==> src/rtl/entry_sequencer_pkg.sv <==
// Shared types and constants for the digit entry sequencer.
package entry_sequencer_pkg;

  typedef enum logic [1:0] {
    ENTER_A,
    ENTER_B,
    REQ,
    DONE
  } state_e;

  localparam logic [3:0] BCD_MAX = 4'd9;

  typedef logic [11:0] operand_t;

  // New digit enters at the least significant position; the oldest falls off.
  function automatic operand_t shift_in(input operand_t op, input logic [3:0] digit);
    return {op[7:0], digit};
  endfunction

endpackage

==> src/rtl/entry_sequencer_button_conditioner.sv <==
// Button synchronizer, optional debounce (DEBOUNCE_EN) and rising-edge press detector.
module button_conditioner #(
  parameter int unsigned DEBOUNCE_CYCLES = 4
) (
  input  logic clk_i,
  input  logic rst_ni,
  input  logic button_i,
  output logic press_o
);

  logic sync1_q, sync2_q;
  logic level;
  logic level_prev_q;

  always_ff @(posedge clk_i or negedge rst_ni) begin
    if (!rst_ni) begin
      sync1_q <= 1'b0;
      sync2_q <= 1'b0;
    end else begin
      sync1_q <= button_i;
      sync2_q <= sync1_q;
    end
  end

`ifdef DEBOUNCE_EN
  localparam int unsigned CW = $clog2(DEBOUNCE_CYCLES + 1);

  logic [CW-1:0] cnt_q;

  // Saturating run-length of consecutive high synchronized samples.
  always_ff @(posedge clk_i or negedge rst_ni) begin
    if (!rst_ni) begin
      cnt_q <= '0;
    end else if (!sync2_q) begin
      cnt_q <= '0;
    end else if (cnt_q != CW'(DEBOUNCE_CYCLES)) begin
      cnt_q <= cnt_q + 1'b1;
    end
  end

  assign level = (cnt_q == CW'(DEBOUNCE_CYCLES));
`else
  assign level = sync2_q;
`endif

  always_ff @(posedge clk_i or negedge rst_ni) begin
    if (!rst_ni) begin
      level_prev_q <= 1'b0;
    end else begin
      level_prev_q <= level;
    end
  end

  assign press_o = level & ~level_prev_q;

endmodule

==> src/rtl/entry_sequencer.sv <==
// Collects two 3-digit BCD operands from switches + button and hands them to an ALU.
// Optional button debounce is enabled with the DEBOUNCE_EN macro.
module entry_sequencer
  import entry_sequencer_pkg::*;
#(
  parameter int unsigned DEBOUNCE_CYCLES = 4
) (
  input  logic       clk,
  input  logic       rst,
  input  logic       ag,
  input  logic       bg,
  input  logic       cg,
  input  logic       dg,
  input  logic       button,
  input  logic       clear,
  input  logic       ack,
  output operand_t   first_num,
  output operand_t   second_num,
  output logic       operand_sel,
  output logic [1:0] digit_idx,
  output logic       start,
  output logic       err
);

  state_e     state_q, state_d;
  operand_t   a_q, a_d;
  operand_t   b_q, b_d;
  logic       sel_q, sel_d;
  logic [1:0] idx_q, idx_d;
  logic       err_q, err_d;
  logic       press;
  logic [3:0] digit;

  assign digit = {ag, bg, cg, dg};

  button_conditioner #(
    .DEBOUNCE_CYCLES(DEBOUNCE_CYCLES)
  ) u_button_conditioner (
    .clk_i   (clk),
    .rst_ni  (rst),
    .button_i(button),
    .press_o (press)
  );

  always_ff @(posedge clk or negedge rst) begin
    if (!rst) begin
      state_q <= ENTER_A;
      a_q     <= '0;
      b_q     <= '0;
      sel_q   <= 1'b0;
      idx_q   <= '0;
      err_q   <= 1'b0;
    end else begin
      state_q <= state_d;
      a_q     <= a_d;
      b_q     <= b_d;
      sel_q   <= sel_d;
      idx_q   <= idx_d;
      err_q   <= err_d;
    end
  end

  always_comb begin
    state_d = state_q;
    a_d     = a_q;
    b_d     = b_q;
    sel_d   = sel_q;
    idx_d   = idx_q;
    err_d   = 1'b0;

    if (clear) begin
      state_d = ENTER_A;
      a_d     = '0;
      b_d     = '0;
      sel_d   = 1'b0;
      idx_d   = '0;
    end else begin
      unique case (state_q)
        ENTER_A, ENTER_B: begin
          if (press) begin
            if (digit > BCD_MAX) begin
              err_d = 1'b1;
            end else begin
              if (state_q == ENTER_A) a_d = shift_in(a_q, digit);
              else                    b_d = shift_in(b_q, digit);
              if (idx_q == 2'd2) begin
                idx_d   = '0;
                sel_d   = 1'b1;
                state_d = (state_q == ENTER_A) ? ENTER_B : REQ;
              end else begin
                idx_d = idx_q + 2'd1;
              end
            end
          end
        end
        REQ: begin
          if (ack) state_d = DONE;
        end
        DONE: begin
          // The restarting press only rearms entry; its digit is not taken.
          if (press) begin
            state_d = ENTER_A;
            a_d     = '0;
            b_d     = '0;
            sel_d   = 1'b0;
            idx_d   = '0;
          end
        end
        default: state_d = ENTER_A;
      endcase
    end
  end

  assign first_num   = a_q;
  assign second_num  = b_q;
  assign operand_sel = sel_q;
  assign digit_idx   = idx_q;
  assign start       = (state_q == REQ);
  assign err         = err_q;

endmodule

==> config.mk <==
export PLATFORM = sky130hd
export DESIGN_NAME = entry_sequencer
export DESIGN_NICKNAME = d
export VERILOG_FILES = /design/src/rtl/entry_sequencer_pkg.sv /design/src/rtl/entry_sequencer_button_conditioner.sv /design/src/rtl/entry_sequencer.sv
export SDC_FILE = /design/constraint.sdc
export NUM_CORES = 1
export LEC_CHECK = 0
export CAP_MARGIN = 20
export CORE_MARGIN = 2
export CORE_UTILIZATION = 51
export CTS_CLUSTER_DIAMETER = 40
export DETAILED_ROUTE_END_ITERATION = 7
export PLACE_DENSITY = 0.83
export RECOVER_POWER = 25
export SLEW_MARGIN = 40
export SYNTH_ARGS = -nofsm -noshare
export SYNTH_HDL_FRONTEND = slang
export SYNTH_HIERARCHICAL = 1
export SYNTH_SLANG_ARGS = --single-unit
==> constraint.sdc <==
create_clock -name clk -period 5.7 [get_ports clk]
set_input_delay 0.855 -clock clk [delete_from_list [all_inputs] [get_ports clk]]
set_output_delay 0.855 -clock clk [all_outputs]
set_load 0.03 [all_outputs]
==> qor.txt <==
status - complete, but fails checks
violated checks - max-capacitance violations, max-slew violations
Final Hold Viols - 0
Routability Congestion - 0.7971
WP data required - 5980 ps
Setup violations, final - 0
number of synthesized flops with an enable pin - 0
Via density - 5.502
CP top delay family - simple AND/OR/NAND/NOR gates
Initial DRC Count - 37
filler-free cell count of the finished design - 201
FF-to-FF setup slack - 3390 ps
Root Driver - clkbuf_4
wire per inst - 14.85 µm
Starting Density - 0.5346
Placed Area - 1829 µm²
Post-CTS Resized - 0
GRT Max-Usage Layer - met2
register area share after synthesis - 0.5651
hold_sp - u_button_conditioner/sync1_q
die height - 57.53 µm
Worst IR Drop VDD - 0.4082 mV
Die W - 57.53 µm
Yosys warning count - 6
# rows - 19
Post-CTS Repair Setup Buffers - 0
met1 Track Usage GR - 0.2627
post-place setup slack - 2445 ps
synthesized area - 1461 µm²
Clock H-tree levels - 2
Setup CP Type - input pin to register
RR Startpoint - state_q[0]
Critical R2R Capture - second_num[9]
Max FO, Critical Path - 14
# DRC - 0
Pre-antenna DRT Iters - 4
Hold Path Stages - 0
Layout area overhead - 32.88%
worst skew pair latency - 340 ps
final HPWL from detailed placement - 2179 µm
Lkg Pwr - 0.8545 nW
die area - 3310 µm²
Floorplan Core Area - 2734 µm²
layout cell share with drive strength beyond 1 - 0.1294
Yosys cell types - 32
met3 GRT Util - 0.06803
clock sinks - 33
initial antenna violation count - 0
Tmin final - 2689 ps
pin count of the biggest net entering global routing - 34
Max-Cap Viols - 1
Achievable Freq - 0.3719 GHz
Setup crit start kind - input pin
Clock transition at path regs - 110 ps
Synth async-reset ratio - 1.000
Layout Nets - 182
cts hold-fix bufs - 0
Slew Viols, Final - 34
Net Count, Synth - 143
CP Data Arrival Time - 2970 ps
I/O Buffers - 37
pwr/cell area - 331.1 nW/µm²
worst r2r path cells - 5
Tot Pwr - 0.0006429 W
final WL - 2984 µm
ant diodes - 0
num ports - 38
Mean Syn Cell Area - 11.24 µm²
ranking of synthesized cells by area - dfrtp_1 (57%), a22o_1 (7.2%), nand2_1 (6.4%)
Bufs and invs on worst path - 1
first-pass GRT wire length - 5057 µm
antenna-violating nets left - 0
total grt overflow - 0
CTS Buffer Depth - 2
CTS Buf Count - 5
Crit path largest cell delay - 600 ps
CP max stage cell - clkdlybuf4s50_1
Clock Skews - 11.03 ps
share of the synthesized area in the top cell type - 0.5651
routed vias - 1106
CTS tree - yes
Slew @ Worst Pin - 1747 ps
Yosys top cell by area - dfrtp_1
GRT met2 Usage - 0.3149
Tightest Hold Check Type - register to register
total negative slack - 0 ps
Mapped Cells - 130
crit path cell chain - clkdlybuf4s50_1 -> nor2_2 -> o211ai_1 -> nor2_1 -> a22o_1
Placed Instances - 192
FF+latch count, synth - 33
final worst slack - 3011 ps
period utilization - 0.4717
vias in the first global route - 1082
crit end category - register
top cells by count, synth - dfrtp_1 (33), nand2_1 (25), o21ai_0 (14)
aggregate global-route resource usage - 0.2033
Slew headroom - -0.1646
top_reg_cell synth - dfrtp_1
RSZ-0062 raised after global routing - false
Worst Hold Endpoint - u_button_conditioner/level
most instantiated library cell after synthesis - dfrtp_1
final instance area - 1942 µm²
-- layer usage --
metal  up-vias  routed length (µm)
li1        533                   -
met4         0                  53
met5         -                   0
met2        31                1511
met1       536                1263
met3         6                 156
-- state kept, by name, summed over array words and instances, names as in the netlist --
signal                             count
u_button_conditioner/level_prev_q      1
err                                    1
state_q                                2
u_button_conditioner/sync1_q           1
digit_idx                              2
u_button_conditioner/level             1
operand_sel                            1
first_num                             12
second_num                            12
-- placed cells by master, fill, tap and decap left out, types with 2 or more instances in the layout --
cell type         n
clkdlybuf4s50_1  35
bufinv_16         2
nand2_1          25
o21ai_2           2
a22o_1           12
mux2_2            3
nor2b_1           2
inv_1             4
dlygate4sd3_1     2
nor2_1            4
clkbuf_4          5
dfrtp_1          33
ha_1              4
o21ai_0          14
-- worst max-delay path by stage --
stage | cells past startpoint | to | slack [ps] | startpoint
detailed placement | 5 | second_num[9] | 2440 | clear
global placement | 5 | second_num[11] | 2540 | clear
floorplan | 6 | second_num[10] | 3810 | clear
finish | 5 | second_num[9] | 3010 | clear
global route | 2 | first_num[8] | 2780 | rst
CTS | 5 | second_num[9] | 2790 | clear
-- cell type report --
type	count	area, µm²
clock buffer	5	37.54
clock inverter	3	65.06
fill	215	792.0
inverter	4	15.01
multi-input combinational	86	578.1
sequential	33	825.8
tap	31	38.79
timing repair buffer	39	381.6
-- report_power, final --
group          switching [W]  leakage [nW]  internal [W]  total [W]
Sequential         0.0000195         0.445      0.000254   0.000273
Combinational      0.0000874         0.355     0.0000644   0.000152
Clock              0.0000818        0.0552      0.000136   0.000218
-- metrics by stage --
step | hold slack (ps) | utilization
6_report | 364.2 | 0.7103
5_1_grt | 377.2 | 0.7103
4_1_cts | 366.8 | 0.7066
3_5_place_dp | 343.4 | 0.6691
3_3_place_gp | 332.9 | 0.6691
2_1_floorplan | 331.2 | -
-- cells by family (layout without fill, tap and decap cells) --
kind of cell / count (synthesis) / after routing / share of synthesized area
muxes: 3 / 3 / 0.02311
buffers and inverters: 11 / 51 / 0.04366
adders and majority gates: 4 / 4 / 0.03425
and+or+nand+nor: 41 / 41 / 0.1361
AOI/OAI and AO/OA: 38 / 38 / 0.1978
DFF: 33 / 33 / 0.5651
No activity file was read; power rests on OpenSTA's default activity.
